`src/rtl/serial_rx_8bit.sv`:
```
// Serial-to-parallel receiver: assembles WIDTH bits (LSB first) into a word and
// presents it through a one-entry valid/ready buffer with sticky overrun.
module serial_rx_8bit #(
  parameter int unsigned WIDTH = 8
) (
  input  logic             clk_i,
  input  logic             rst_ni,
  input  logic             clear_i,
  input  logic             sin_i,
  input  logic             sin_valid_i,
  input  logic             q_ready_i,
  output logic [WIDTH-1:0] q_o,
  output logic             q_valid_o,
  output logic [3:0]       bit_count_o,
  output logic             busy_o,
  output logic             overrun_o
);

  localparam logic [3:0] LAST_BIT = 4'(WIDTH - 1);

  typedef enum logic {
    BUF_EMPTY = 1'b0,
    BUF_FULL  = 1'b1
  } buf_state_e;

  buf_state_e       buf_q, buf_d;
  // Only the upper WIDTH-1 bits of the shift register are ever read back: the
  // bit at position 0 is shifted out on every sample, so it is not stored.
  logic [WIDTH-2:0] sh_q, sh_d;
  logic [3:0]       cnt_q, cnt_d;
  logic [WIDTH-1:0] q_q, q_d;
  logic             ov_q, ov_d;

  logic [WIDTH-1:0] shifted;
  logic             complete;
  logic             drain;

  assign shifted  = {sin_i, sh_q};
  assign complete = sin_valid_i && !clear_i && (cnt_q == LAST_BIT);
  assign drain    = (buf_q == BUF_FULL) && q_ready_i;

  // NOTE: every variable gets a default first so no path leaves it unassigned,
  // which would otherwise infer a latch.
  always_comb begin
    sh_d  = sh_q;
    cnt_d = cnt_q;
    ov_d  = ov_q;

    if (clear_i) begin
      sh_d  = '0;
      cnt_d = '0;
      ov_d  = 1'b0;
    end else if (sin_valid_i) begin
      sh_d  = shifted[WIDTH-1:1];
      cnt_d = (cnt_q == LAST_BIT) ? 4'd0 : cnt_q + 4'd1;
    end

    if (complete && (buf_q == BUF_FULL) && !q_ready_i) begin
      ov_d = 1'b1;
    end
  end

  // Output buffer: a completing word wins over a plain drain on the same edge.
  always_comb begin
    buf_d = buf_q;
    q_d   = q_q;

    if (drain) begin
      buf_d = BUF_EMPTY;
    end

    if (complete && ((buf_q == BUF_EMPTY) || q_ready_i)) begin
      q_d   = shifted;
      buf_d = BUF_FULL;
    end
  end

  // NOTE: state registers use non-blocking assignments so all flops update
  // together from the values present before the edge.
  always_ff @(posedge clk_i or negedge rst_ni) begin
    if (!rst_ni) begin
      buf_q <= BUF_EMPTY;
      sh_q  <= '0;
      cnt_q <= '0;
      q_q   <= '0;
      ov_q  <= 1'b0;
    end else begin
      buf_q <= buf_d;
      sh_q  <= sh_d;
      cnt_q <= cnt_d;
      q_q   <= q_d;
      ov_q  <= ov_d;
    end
  end

  assign q_o         = q_q;
  assign q_valid_o   = (buf_q == BUF_FULL);
  assign bit_count_o = cnt_q;
  assign busy_o      = (cnt_q != 4'd0);
  assign overrun_o   = ov_q;

endmodule

```
`config.mk`:
```
export PLATFORM = sky130hd
export DESIGN_NAME = serial_rx_8bit
export DESIGN_NICKNAME = d
export VERILOG_FILES = /design/src/rtl/serial_rx_8bit.sv
export SDC_FILE = /design/constraint.sdc
export NUM_CORES = 1
export LEC_CHECK = 0
export BUFFER_PORTS_ARGS = -buffer_cell sky130_fd_sc_hd__buf_2
export CAP_MARGIN = 20
export CORE_MARGIN = 1
export CORE_UTILIZATION = 54
export CTS_BUF_LIST = sky130_fd_sc_hd__clkbuf_2
export DETAILED_ROUTE_END_ITERATION = 6
export PLACE_DENSITY = 0.89
export SLEW_MARGIN = 20
export SYNTH_ARGS = -nofsm -noshare
export SYNTH_HDL_FRONTEND = slang
export SYNTH_SLANG_ARGS = --single-unit
export TNS_END_PERCENT = 1
```
`constraint.sdc`:
```
create_clock -name clk_i -period 2.1 [get_ports clk_i]
set_clock_uncertainty 0.2 [all_clocks]
set_input_delay 0.105 -clock clk_i [delete_from_list [all_inputs] [get_ports clk_i]]
set_output_delay 0.105 -clock clk_i [all_outputs]
set_load 0.01 [all_outputs]
```
==> flow_metrics.env, run 1 <==
export IMPL_outcome="finished clean"
export IMPL_hold_violations=0
export IMPL_place_area_um2=1010
export IMPL_holdWs_ps=25.3
export IMPL_net_switching_power_uw=148
export IMPL_internal_power_uw=484
export IMPL_synthesis_nets=80
export IMPL_std_cell_rows=14
export IMPL_nNetsFinal=107
export IMPL_synth_ff_type="dfrtp_1"
export IMPL_final_util_pct=70.0
export IMPL_yosys_cell_count_top_type="dfrtp_1"
export IMPL_clk_latency_ps=320
export IMPL_initial_core_util_pct=58.7
export IMPL_io_buffers=20
export IMPL_p_comb_share_pct=8.5
export IMPL_worst_slew_pin_slew_ps=438
export IMPL_cap_violations=0
export IMPL_clock_path_buffers=2
export IMPL_ant_nets=0
export IMPL_peakVddDrop_mv=0.394
export IMPL_final_area_um2=1080
export IMPL_seqPwrFrac_pct=65.8
export IMPL_slew_viol_final=0
export IMPL_netlist_area_um2=905
export IMPL_rsz0062_at_grt="false"
export IMPL_gp_congestion=0.798
export IMPL_endpoint_kind="flop"
export IMPL_routed_wl_mm=1.52
export IMPL_area_delta_synth_final_pct=19.2
export IMPL_fin_crit_sh_pct=79.8
export IMPL_dp_hpwl_mm=1.08
export IMPL_routedWlPerCell_um=13.4
export IMPL_core_area_um2=1540
export IMPL_min_period_ps=1680
export IMPL_worstPathMaxFanout=13
export IMPL_grt_overflow_total=0
export IMPL_worstSetupPathType="input port to flop"
export IMPL_cts_tree="yes"
export IMPL_ioPinCount=21
export IMPL_die_x_um=42.9
export IMPL_fin_tns_setup_ps=0
export IMPL_grtUsageTotal_pct=21.0
export IMPL_relSlewSlack_pct=70.8
export IMPL_synth_seq_cells=21
export IMPL_synth_common_cells="21 x dfrtp_1, 10 x nor2_1, 8 x mux2_2, 8 x mux2i_1, 4 x nand2_1"
export IMPL_viasPerCell=5.36
export IMPL_synth_edf_count=0
export IMPL_die_h_um=42.9
export IMPL_cts_root_buffer="clkbuf_2"
export IMPL_htree_levels=1
export IMPL_setup_viol=0
export IMPL_cts_buffers=3
export IMPL_grt_pass1_vias=610
export IMPL_worstHoldPathType="input port to asynchronous set/reset pin"
export IMPL_drc_errors=0
export IMPL_antenna_found_initial=0
export IMPL_postSynthCellCount=72
export IMPL_synthDistinctLibCells=21
export IMPL_yosysWarnings=0
export IMPL_drtIter0Drc=3
export IMPL_die_area_um2=1840
export IMPL_clock_power_share_pct=25.7
export IMPL_grt_max_degree=22
export IMPL_swShare_pct=23.5
export IMPL_reg2reg_to="q_o[0]"
export IMPL_rr_worst_depth=3
export IMPL_p_leak_nw=0.593
export IMPL_cp_arrival_ps=1690
export IMPL_drive_gt1_share_pct=35.7
export IMPL_power_density_nw_per_um2=586
export IMPL_fmax_mhz=597
export IMPL_ys_seq_area_share_pct=58.1
export IMPL_r2r_start="bit_count_o[2]"
export IMPL_cts_setup_buffers=0
export IMPL_path_clk_slew_ps=180
export IMPL_vias=611
export IMPL_startpoint_type="input port"
export IMPL_async_flop_share_pct=100
export IMPL_cp_data_required_time_ps=2110
export IMPL_grt_pass1_wl_mm=2.70
export IMPL_cts_sinks=21
export IMPL_drtPass1Iterations=4
export IMPL_synth_top_cell_area_share_pct=58.1
export IMPL_synth_top_cells_by_area="dfrtp_1 58%, mux2_2 10%, mux2i_1 8.9%, nor2_1 4.1%, ha_1 2.8%"
export IMPL_avgSynthCellArea_um2=12.6
export IMPL_antenna_cells=0
export IMPL_regToRegSetupSlack_ps=450
export IMPL_synth_top_cell_by_area="dfrtp_1"
state kept, by name (all words and copies together), names as in the netlist:
signal	cells
bit_count_o	4
overrun_o	1
q_o	8
sh_q	7
q_valid_o	1
cell type report:
type / instances / area [um^2]
flip-flops and latches: 21 / 526
fillers: 117 / 463
multi-input cells: 45 / 352
repair buffers: 25 / 150
clock buffers: 4 / 20.0
well taps: 16 / 20.0
inverters: 3 / 11.3
critical path, stage by stage:
cell	delay (ps)
dlygate4sd3_1	530
buf_2	200
nor3b_2	300
nand4_4	220
mux2_2	330
metal layers:
metal	track usage, %	up-vias	routed length [um]
met5	0	-	0
met1	24.6	295	711
met3	3.83	4	52
met4	12.7	0	45
li1	-	295	-
met2	35.5	17	713
cell families (layout without fill, tap and decap cells):
family	after synthesis	after routing	synth area share (%)
AND/OR/NAND/NOR	23	23	14.5
flip-flops	21	21	58.1
multiplexers	16	16	18.8
buffers and inverters	6	32	3.04
AO/OA/AOI/OAI	3	3	1.80
adder cells (fa/ha/maj)	2	2	2.77
XOR/XNOR	1	1	0.968
power by group through the flow:
| stage | clock, mW | combinational (mW) | sequential [mW] |
|---|---|---|---|
| final | 0.162 | 0.0537 | 0.416 |
| after global routing | 0.190 | 0.0605 | 0.417 |
| after CTS | 0.170 | 0.0544 | 0.416 |
| after detailed placement | 0 | 0.0476 | 0.423 |
| after global placement | 0 | 0.0461 | 0.422 |
| after floorplan | 0 | 0.0257 | 0.424 |
how the worst max path moves through the flow:
stage / start / end / slack [ps] / cells past startpoint
floorplan: bit_count_o[2] / q_o[0] / 580 / 3
global placement: bit_count_o[2] / q_o[4] / 550 / 3
detailed placement: bit_count_o[2] / q_o[5] / 490 / 3
CTS: clear_i / q_o[0] / 430 / 5
global route: bit_count_o[2] / q_o[0] / 380 / 3
finish: clear_i / q_o[0] / 420 / 5
per-stage QoR:
stage / instances / worst slack, ps / power, mW
6_report: 114 / 425 / 0.632
3_3_place_gp: 105 / 552 / 0.468
5_1_grt: 114 / 376 / 0.668
2_1_floorplan: 72 / 577 / 0.449
3_5_place_dp: 105 / 494 / 0.471
4_1_cts: 114 / 435 / 0.640
layout by cell type, fill, tap and decap left out, drive strengths merged:
cell type | netlist | layout
nand3b | 1 | 1
dlygate4sd3 | 0 | 5
mux2 | 8 | 8
nand2b | 1 | 1
mux2i | 8 | 8
nand4 | 2 | 2
or3 | 1 | 1
xor2 | 1 | 1
nand2 | 4 | 4
dfrtp | 21 | 21
a21oi | 2 | 2
or2b | 1 | 1
ha | 2 | 2
buf | 1 | 20
o22ai | 1 | 1
nor3b | 1 | 1
inv | 3 | 3
nand3 | 2 | 2
nor2 | 10 | 10
clkbuf | 2 | 4
what timing repair did:
item | in CTS | in global routing
hold endpoints to repair | 35 | 0
setup endpoints to repair | 0 | 0
gates resized for setup | 0 | 0
hold buffers | 5 | 0
No activity file was read; power rests on OpenSTA's default activity.
==> inputs of run 2 (changes only) <==
CORE_UTILIZATION = 49   (was 54)
PLACE_DENSITY = 0.86   (was 0.89)
clock period = 1.5 ns   (was 2.1 ns; I/O delays follow)
==> run 2 against run 1 <==
Effect of this change: the run now ends with negative hold slack, negative setup slack left; clock power rose by 42%; routed wire length rose by 14%; sequential share of layout area fell by 3.6 points; largest power group unchanged.
==> flow_metrics.env, run 2 (synthesized netlist as in run 1, its figures left out) <==
export IMPL_clock_path_buffers=2
export IMPL_viasPerCell=4.90
export IMPL_holdWs_ps=-85.3
export IMPL_cts_hold_buf=6
export IMPL_power_density_nw_per_um2=774
export IMPL_fin_tns_setup_ps=-286
export IMPL_wl_met3_um=60
export IMPL_cts_tree="yes"
export IMPL_clk_latency_ps=320
export IMPL_cts_sinks=21
export IMPL_worstHoldPathType="input port to flop"
export IMPL_routed_wl_mm=1.73
export IMPL_final_util_pct=67.7
export IMPL_initial_core_util_pct=52.4
export IMPL_ioPinCount=21
export IMPL_die_x_um=45.0
export IMPL_violations="negative hold slack, negative setup slack"
export IMPL_startpoint_type="flop"
export IMPL_antenna_found_initial=0
export IMPL_topRoutingLayerUsed="met4"
export IMPL_htree_levels=1
export IMPL_io_buffers=20
export IMPL_ant_nets=0
export IMPL_rsz0062_at_grt="true"
export IMPL_nNetsFinal=115
export IMPL_routedWlPerCell_um=13.2
export IMPL_drive_gt1_share_pct=43.4
export IMPL_fin_crit_sh_pct=104
export IMPL_cts_root_buffer="clkbuf_2"
export IMPL_hold_violations=2
export IMPL_min_period_ps=1550
export IMPL_cts_buffers=3
export IMPL_outcome="complete, but fails checks"
export IMPL_grt_max_degree=22
export IMPL_drc_errors=0
export IMPL_peakVddDrop_mv=0.699
export IMPL_std_cell_rows=15
export IMPL_core_area_um2=1730
export IMPL_grt_pass1_wl_mm=2.63
export IMPL_worstPathMaxFanout=8
export IMPL_worstSetupPathType="flop to flop"
export IMPL_cap_violations=0
export IMPL_grt_overflow_total=0
export IMPL_fin_ws_ps=-54.8
export IMPL_drtIter0Drc=15
export IMPL_largest_register_ffs=8
export IMPL_cp_arrival_ps=1570
export IMPL_path_clk_slew_ps=210
export IMPL_antenna_cells=0
export IMPL_holdPathStages=4
export IMPL_cp_data_required_time_ps=1520
export IMPL_wl_met1_um=804
export IMPL_vias=642
export IMPL_area_delta_synth_final_pct=29.2
export IMPL_drtPass1Iterations=4
export IMPL_dr_wl_met2_um=859
export IMPL_worst_slew_pin_slew_ps=496
export IMPL_dp_hpwl_mm=1.19
export IMPL_rr_worst_depth=3
export IMPL_die_h_um=45.0
export IMPL_grt_pass1_vias=592
export IMPL_grtUsageTotal_pct=18.8
export IMPL_cts_setup_buffers=0
export IMPL_relSlewSlack_pct=66.9
export IMPL_total_power_uw=905
export IMPL_endpoint_kind="flop"
export IMPL_slew_viol_final=0
export IMPL_p_leak_nw=0.630
export IMPL_setup_viol=9
export IMPL_gp_congestion=0.764
export IMPL_fmax_mhz=643
export IMPL_layout_common_cells="20 x dfrtp_1, 20 x buf_2, 10 x nor2_1"
export IMPL_die_area_um2=2020
-- run 2: stage by stage --
stage	instance area [um^2]	instances	setup WS [ps]
after CTS	1160	131	-65.5
after detailed placement	1080	121	-40.2
after global routing	1170	131	-128
after floorplan	915	72	7.94
final	1170	131	-54.8
after global placement	1080	121	36.4
-- run 2: area by class of cell --
| type | count | area, um^2 |
|---|---|---|
| fill | 139 | 558 |
| sequential | 21 | 527 |
| multi-input combinational | 45 | 367 |
| timing repair buffer | 33 | 213 |
| tap | 25 | 31.3 |
| clock buffer | 3 | 15.0 |
| inverter | 3 | 11.3 |
| clock inverter | 1 | 5.00 |
-- run 2: timing repair --
action	CTS	global route
resized for setup	1	2
hold endpoints to repair	35	2
endpoints found under the setup margin	9	10
-- run 2: path summary, 6_finish.rpt --
| path | start | endpoint | slack [ps] |
|---|---|---|---|
| hold reg to reg | q_o[6] | q_o[6] | 330 |
| setup / recovery | bit_count_o[3] | q_o[7] | -50 |
| min in group asynchronous | rst_ni | q_valid_o | 550 |
| setup reg to reg | bit_count_o[3] | q_o[7] | -50 |
| max in group asynchronous | rst_ni | bit_count_o[2] | 190 |
| hold / removal | clear_i | q_valid_o | -90 |
-- run 2: report_power, final --
group / switching [mW] / total [mW] / internal [mW]
clock: 0.169 / 0.230 / 0.0604
combinational: 0.0518 / 0.0958 / 0.0440
sequential: 0.00502 / 0.579 / 0.574
-- run 2: worst max-delay path, cell delays in order, from the launching register on --
cell and delay [ps]:
dfrtp_1 460, nor3b_4 260, nand4_4 210, mux2_2 320
-- run 2: metal layers --
metal	global-route usage [%]	vias to the layer above
met5	0	-
met4	9.09	0
met3	3.60	2
met2	30.4	18
met1	24.1	312
li1	-	310
